$ cat src/rtl/sram_like_arbiter.sv
// sram_like_arbiter
// Shares one SRAM-like master bus (req/addr_ok/data_ok) between the CPU
// instruction port and the CPU data port. Data requests normally win. An
// instruction request that keeps losing is forced through after STARVE_LIMIT
// losses. The owner of every accepted request is queued in an in-order ID FIFO,
// and each master response is steered back to that owner with no added latency.
//
// Ports
//   clk, resetn                  clock, asynchronous active-low reset
//   inst_* / data_*              slave side: req, wr, size, addr, wdata in;
//                                addr_ok, data_ok, rdata out
//   m_req, m_wr, m_size,         master request and muxed request fields
//   m_addr, m_wdata
//   m_addr_ok, m_data_ok,        master accept, in-order response, read data
//   m_rdata
//   busy                         at least one transaction outstanding
//   proto_err                    sticky: master responded with nothing outstanding
module sram_like_arbiter #(
    parameter int DEPTH        = 4,
    parameter int STARVE_LIMIT = 8
) (
    input  logic        clk,
    input  logic        resetn,

    input  logic        inst_req,
    input  logic        inst_wr,
    input  logic [1:0]  inst_size,
    input  logic [31:0] inst_addr,
    input  logic [31:0] inst_wdata,
    output logic        inst_addr_ok,
    output logic        inst_data_ok,
    output logic [31:0] inst_rdata,

    input  logic        data_req,
    input  logic        data_wr,
    input  logic [1:0]  data_size,
    input  logic [31:0] data_addr,
    input  logic [31:0] data_wdata,
    output logic        data_addr_ok,
    output logic        data_data_ok,
    output logic [31:0] data_rdata,

    output logic        m_req,
    output logic        m_wr,
    output logic [1:0]  m_size,
    output logic [31:0] m_addr,
    output logic [31:0] m_wdata,
    input  logic        m_addr_ok,
    input  logic        m_data_ok,
    input  logic [31:0] m_rdata,

    output logic        busy,
    output logic        proto_err
);

    localparam int PW = $clog2(DEPTH);
    localparam int CW = PW + 1;
    localparam int SW = $clog2(STARVE_LIMIT + 1);
    localparam logic [CW-1:0] DEPTH_C = CW'(DEPTH);
    localparam logic [SW-1:0] LIMIT_C = SW'(STARVE_LIMIT);

    logic [CW-1:0]    count;
    logic [CW-1:0]    count_nxt;
    logic [PW-1:0]    wr_ptr;
    logic [PW-1:0]    rd_ptr;
    logic [DEPTH-1:0] id_mem;       // 0 = inst owns the slot, 1 = data
    logic [SW-1:0]    starve_cnt;
    logic             busy_q;
    logic             proto_err_q;

    logic can_issue;
    logic starved;
    logic sel_inst;
    logic sel_data;
    logic push;
    logic pop;
    logic fifo_empty;
    logic head_id;

    // can_issue looks only at the registered count, so a pop in the same
    // cycle never frees a slot for a push while the FIFO is full.
    assign fifo_empty = (count == '0);
    assign can_issue  = (count < DEPTH_C);
    assign starved    = (starve_cnt >= LIMIT_C);

    assign sel_inst = inst_req & (~data_req | starved);
    assign sel_data = data_req & ~sel_inst;

    // resetn gates the request so nothing reaches the master while in reset.
    assign m_req   = resetn & can_issue & (sel_inst | sel_data);
    assign m_wr    = sel_inst ? inst_wr    : data_wr;
    assign m_size  = sel_inst ? inst_size  : data_size;
    assign m_addr  = sel_inst ? inst_addr  : data_addr;
    assign m_wdata = sel_inst ? inst_wdata : data_wdata;

    assign inst_addr_ok = m_addr_ok & m_req & sel_inst;
    assign data_addr_ok = m_addr_ok & m_req & sel_data;

    assign push    = m_req & m_addr_ok;
    assign pop     = resetn & m_data_ok & ~fifo_empty;
    assign head_id = id_mem[rd_ptr];

    assign inst_data_ok = pop & ~head_id;
    assign data_data_ok = pop & head_id;
    assign inst_rdata   = m_rdata;
    assign data_rdata   = m_rdata;

    assign busy      = busy_q;
    assign proto_err = proto_err_q;

    always_comb begin
        count_nxt = count;
        case ({push, pop})
            2'b10:   count_nxt = count + CW'(1);
            2'b01:   count_nxt = count - CW'(1);
            default: count_nxt = count;
        endcase
    end

    always_ff @(posedge clk or negedge resetn) begin
        if (!resetn) begin
            count       <= '0;
            wr_ptr      <= '0;
            rd_ptr      <= '0;
            id_mem      <= '0;
            starve_cnt  <= '0;
            busy_q      <= 1'b0;
            proto_err_q <= 1'b0;
        end else begin
            count  <= count_nxt;
            busy_q <= (count_nxt != '0);
            if (push) begin
                id_mem[wr_ptr] <= sel_data;
                wr_ptr         <= wr_ptr + PW'(1);
            end
            if (pop) begin
                rd_ptr <= rd_ptr + PW'(1);
            end
            if (m_data_ok && fifo_empty) begin
                proto_err_q <= 1'b1;
            end
            // Any cycle an inst request goes unaccepted is a loss, whether it
            // lost to data or the master/FIFO stalled; saturate at the limit.
            if (inst_req && !inst_addr_ok) begin
                if (!starved) begin
                    starve_cnt <= starve_cnt + SW'(1);
                end
            end else begin
                starve_cnt <= '0;
            end
        end
    end

endmodule

$ cat config.mk
export PLATFORM = sky130hd
export DESIGN_NAME = sram_like_arbiter
export DESIGN_NICKNAME = d
export VERILOG_FILES = /design/src/rtl/sram_like_arbiter.sv
export SDC_FILE = /design/constraint.sdc
export NUM_CORES = 1
export LEC_CHECK = 0
export CAP_MARGIN = 20
export CORE_AREA = 2 2 119 121
export CTS_CLUSTER_DIAMETER = 60
export CTS_CLUSTER_SIZE = 20
export DETAILED_ROUTE_END_ITERATION = 10
export DIE_AREA = 0 0 121 123
export PLACE_DENSITY = 0.68
export RECOVER_POWER = 100
export SLEW_MARGIN = 30
export SYNTH_ARGS = -nofsm -noshare
export SYNTH_HDL_FRONTEND = slang
export SYNTH_SLANG_ARGS = --single-unit
$ cat constraint.sdc
create_clock -name clk -period 2.3 [get_ports clk]
set_input_delay 0.23 -clock clk [delete_from_list [all_inputs] [get_ports clk]]
set_output_delay 0.23 -clock clk [all_outputs]
set_load 0.01 [all_outputs]
==> out/results.tsv <==
stage	metric	value	unit
outcome	outcome	finished, final reports clean	
cts	Worst-path clk slew	50	ps
sta	clock skew	5.66	ps
cts	CTS Sinks	17	
yosys	multiplexer area fraction after synthesis	38.1	%
yosys	Syn Std Cell Area	0.00222	mm2
yosys	Synth Area in Compound Gates	2.54	%
sta	Slew @ Worst Pin	930	ps
placed_design	dpl cell area	0.00416	mm2
die	Starting Density	16.3	%
power	part of the power in registers	27.1	%
yosys	main combinational cell family by area after synthesis	multiplexers	
final_layout	fin area	0.00427	mm2
sta	Hold Vio Cnt, Final	0	
yosys	Synth top area share	26.4	%
global_route	first-pass GRT wire length	12200	um
die	Placeable Area	0.0136	mm2
yosys	Warnings, synthesis	0	
worst_setup_path	crit path kind	flip-flop to primary output	
final_layout	Area Growth Syn to Fin	92.4	%
die	Die ar.	0.0149	mm2
drt	vias per std cell	3.80	
power	pwr dens	443	mW/mm2
worst_setup_path	Worst Path Arrival	1980	ps
sta	max_slew headroom	38.0	%
yosys	Area contributors post-synth	mux2_2 (26%), buf_4 (23%), dfrtp_1 (19%), mux2_1 (9.6%), ha_1 (3.9%)	
drt	Routed wire per std cell	15.8	um
drt	Final ANT Viol Nets	0	
sta	Final Max Tran Viols	0	
yosys	Main synth FF type	dfrtp_1	
sta	RSZ-0062 raised after global routing	no	
power	leakage power	1.79	nW
drt	initial drt markers	24	
power	total design power	1.89	mW
die	Die Y	123	um
sta	crit share post-route	96.1	%
placed_design	DP Wirelength	7230	um
worst_setup_path	Max FO, Critical Path	5	
worst_setup_path	critical path's slowest cell	clkdlybuf4s50_1	
yosys	Cell variety after synth	32	
sta	Final Critical Period	2210	ps
cts	Clock Latency Late Sink	250	ps
placed_design	routability cong.	0.851	
worst_setup_path	Buf+Inv Stages, Crit Path	1	
drt	total number of vias	2148	
yosys	Post-Synth Adder-Cell Area	4.85	%
yosys	simple-gate share of the synthesized area	6.76	%
global_route	gr ovfl total	0	
cts	root buffer cell	clkbuf_16	
yosys	Avg Inst Size Synth	9.91	um2
final_layout	ratio of cells with drive above 1 in the final layout	19.7	%
global_route	number of global-route vias before repair	2265	
cts	CTS buffer count	3	
die	row cnt	43	
worst_setup_path	nature of the critical path endpoint	primary output	
final_layout	layout net count	566	
cts	CTS tree	built	
power	combinational share of power	54.7	%
worst_setup_path	CP cell instances	nand2b_4, or3_4, and2b_2, clkdlybuf4s50_1	
yosys	ys async rst share	100	%
yosys	Syn Nets	404	
power	Sw Pwr	0.594	mW
power	clock share of power	18.2	%
sta	final setup vio count	0	
yosys	#FFs+latches synth	17	
worst_hold_path	worst hold path class	input pin to asynchronous set/reset pin	
power	Max VDD drop	0.000603	V
global_route	largest net degree at the start of global routing	31	
cts	H-tree depth	1	
yosys	xor and xnor fraction of the mapped netlist area	2.76	%
sta	maximum clock rate	452	MHz
yosys	Cells after Synth	224	
yosys	Seq/Total Area, Yosys	19.2	%
global_route	antenna violations before repair	1	
drt	final wirelength	8940	um
worst_setup_path	Worst path max stage delay	540	ps
die	die width	121	um
worst_setup_path	largest delay contributor family on the critical path	simple AND/OR/NAND/NOR gates	
worst_setup_path	crit path launch type	flip-flop	
cts	Max clock buf depth	2	
die	IO Count	310	
yosys	post-synth top area cell	mux2_2	
yosys	EDFF count, synth	0	
drt	DRC violations left	0	
placed_design	I/O Buffers	213	
worst_setup_path	Worst EP required	2070	ps
run	max-cap violations	0	
global_route	gr usage total	10.7	%
power	Switching Share	31.3	%
power	P_int	1.30	mW
drt	Pre-antenna DRT Iters	4	
-- cell usage after synthesis, types with 3 or more instances --
cell type	n
dfrtp_1	17
nor2b_1	3
xor2_1	3
mux2_2	52
nor2_1	7
inv_1	8
xnor2_1	4
ha_1	7
nor3_1	5
buf_2	5
nand2_1	7
mux2_1	19
buf_4	67
-- per-layer routing --
layer | up-vias | GRT usage [%] | part of all wire (%)
met1 | 1004 | 12.3 | 39
met4 | 0 | 5.16 | 3.6
met3 | 22 | 2.49 | 7.2
li1 | 1024 | - | -
met5 | - | 0 | 0
met2 | 98 | 18.8 | 50
-- metrics by stage --
step	setup WS, ps	util [%]	std cells	hold slack (ps)	setup TNS (ps)
CTS	-40.6	31.3	564	199	-277
finish	89.4	31.4	566	435	0
floorplan	182	-	224	-65.6	0
detailed placement	-204	30.6	556	457	-6220
global placement	-105	30.6	556	441	-3850
global route	18.0	31.4	565	460	0
-- flip-flops by register name (all words and copies together) (netlist names) --
| register | count |
|---|---|
| count | 3 |
| id_mem | 4 |
| starve_cnt | 4 |
| rd_ptr | 2 |
| proto_err | 1 |
| wr_ptr | 2 |
| busy | 1 |
-- final timing paths --
path,startpoint,end,slack (ps),cells after the start
setup reg to reg,count[2],busy,150,7
setup / recovery,count[2],data_addr_ok,90,4
max in group asynchronous,resetn,starve_cnt[2],1290,2
min in group clk,m_rdata[2],data_rdata[2],460,0
hold reg to reg,proto_err,proto_err,460,1
hold / removal,resetn,rd_ptr[0],440,2
-- area by class of cell --
type                    instances  area (um2)
flip-flops and latches         17         425
repair buffers                230        2270
diodes                          1        2.50
clock buffers                   4        78.8
multi-input cells             125        1230
inverters                       9        33.8
fillers                      1396        9340
well taps                     180         225
-- kinds of logic after synthesis --
| group | after synthesis |
|---|---|
| buf+inv | 82 |
| xor+xnor | 7 |
| simple gates | 28 |
| compound gates | 8 |
| mux | 74 |
| flops | 17 |
| fa+ha+maj | 8 |
-- power by group through the flow --
stage,Sequential [mW],Clock [mW],Combinational [mW]
floorplan,0.491,0,0.613
global placement,0.508,0,1.06
detailed placement,0.517,0,1.08
CTS,0.515,0.351,1.07
global route,0.532,0.363,1.13
finish,0.513,0.344,1.04
-- worst register-to-register path: stages (launching register included) --
cell and delay [ps]:
dfrtp_1 420, nand2b_4 160, or3_4 390, ha_1 220
inv_1 70, fa_1 400, o21ai_0 260, nand4bb_1 160
-- cells in the final DEF, fill, tap and decap left out, drive strengths merged, types with 2 or more instances in the layout --
cell,n
clkdlybuf4s50,153
mux2,72
dlygate4sd2,45
dfrtp,17
buf,11
inv,9
clkbuf,9
nor2,7
nand2,7
ha,7
dlygate4sd3,6
nor3,5
clkdlybuf4s25,5
xnor2,4
dlymetal6s2s,4
nor2b,3
xor2,3
o21ai,3
or3,2
-- repair_timing --
action,in CTS,in global routing
setup endpoints to repair,68,19
gates resized for setup,48,10
buffers inserted,2,0
gates cloned,2,1
hold buffers,0,0
pin swaps,0,0
No activity file was read; power rests on OpenSTA's default activity.
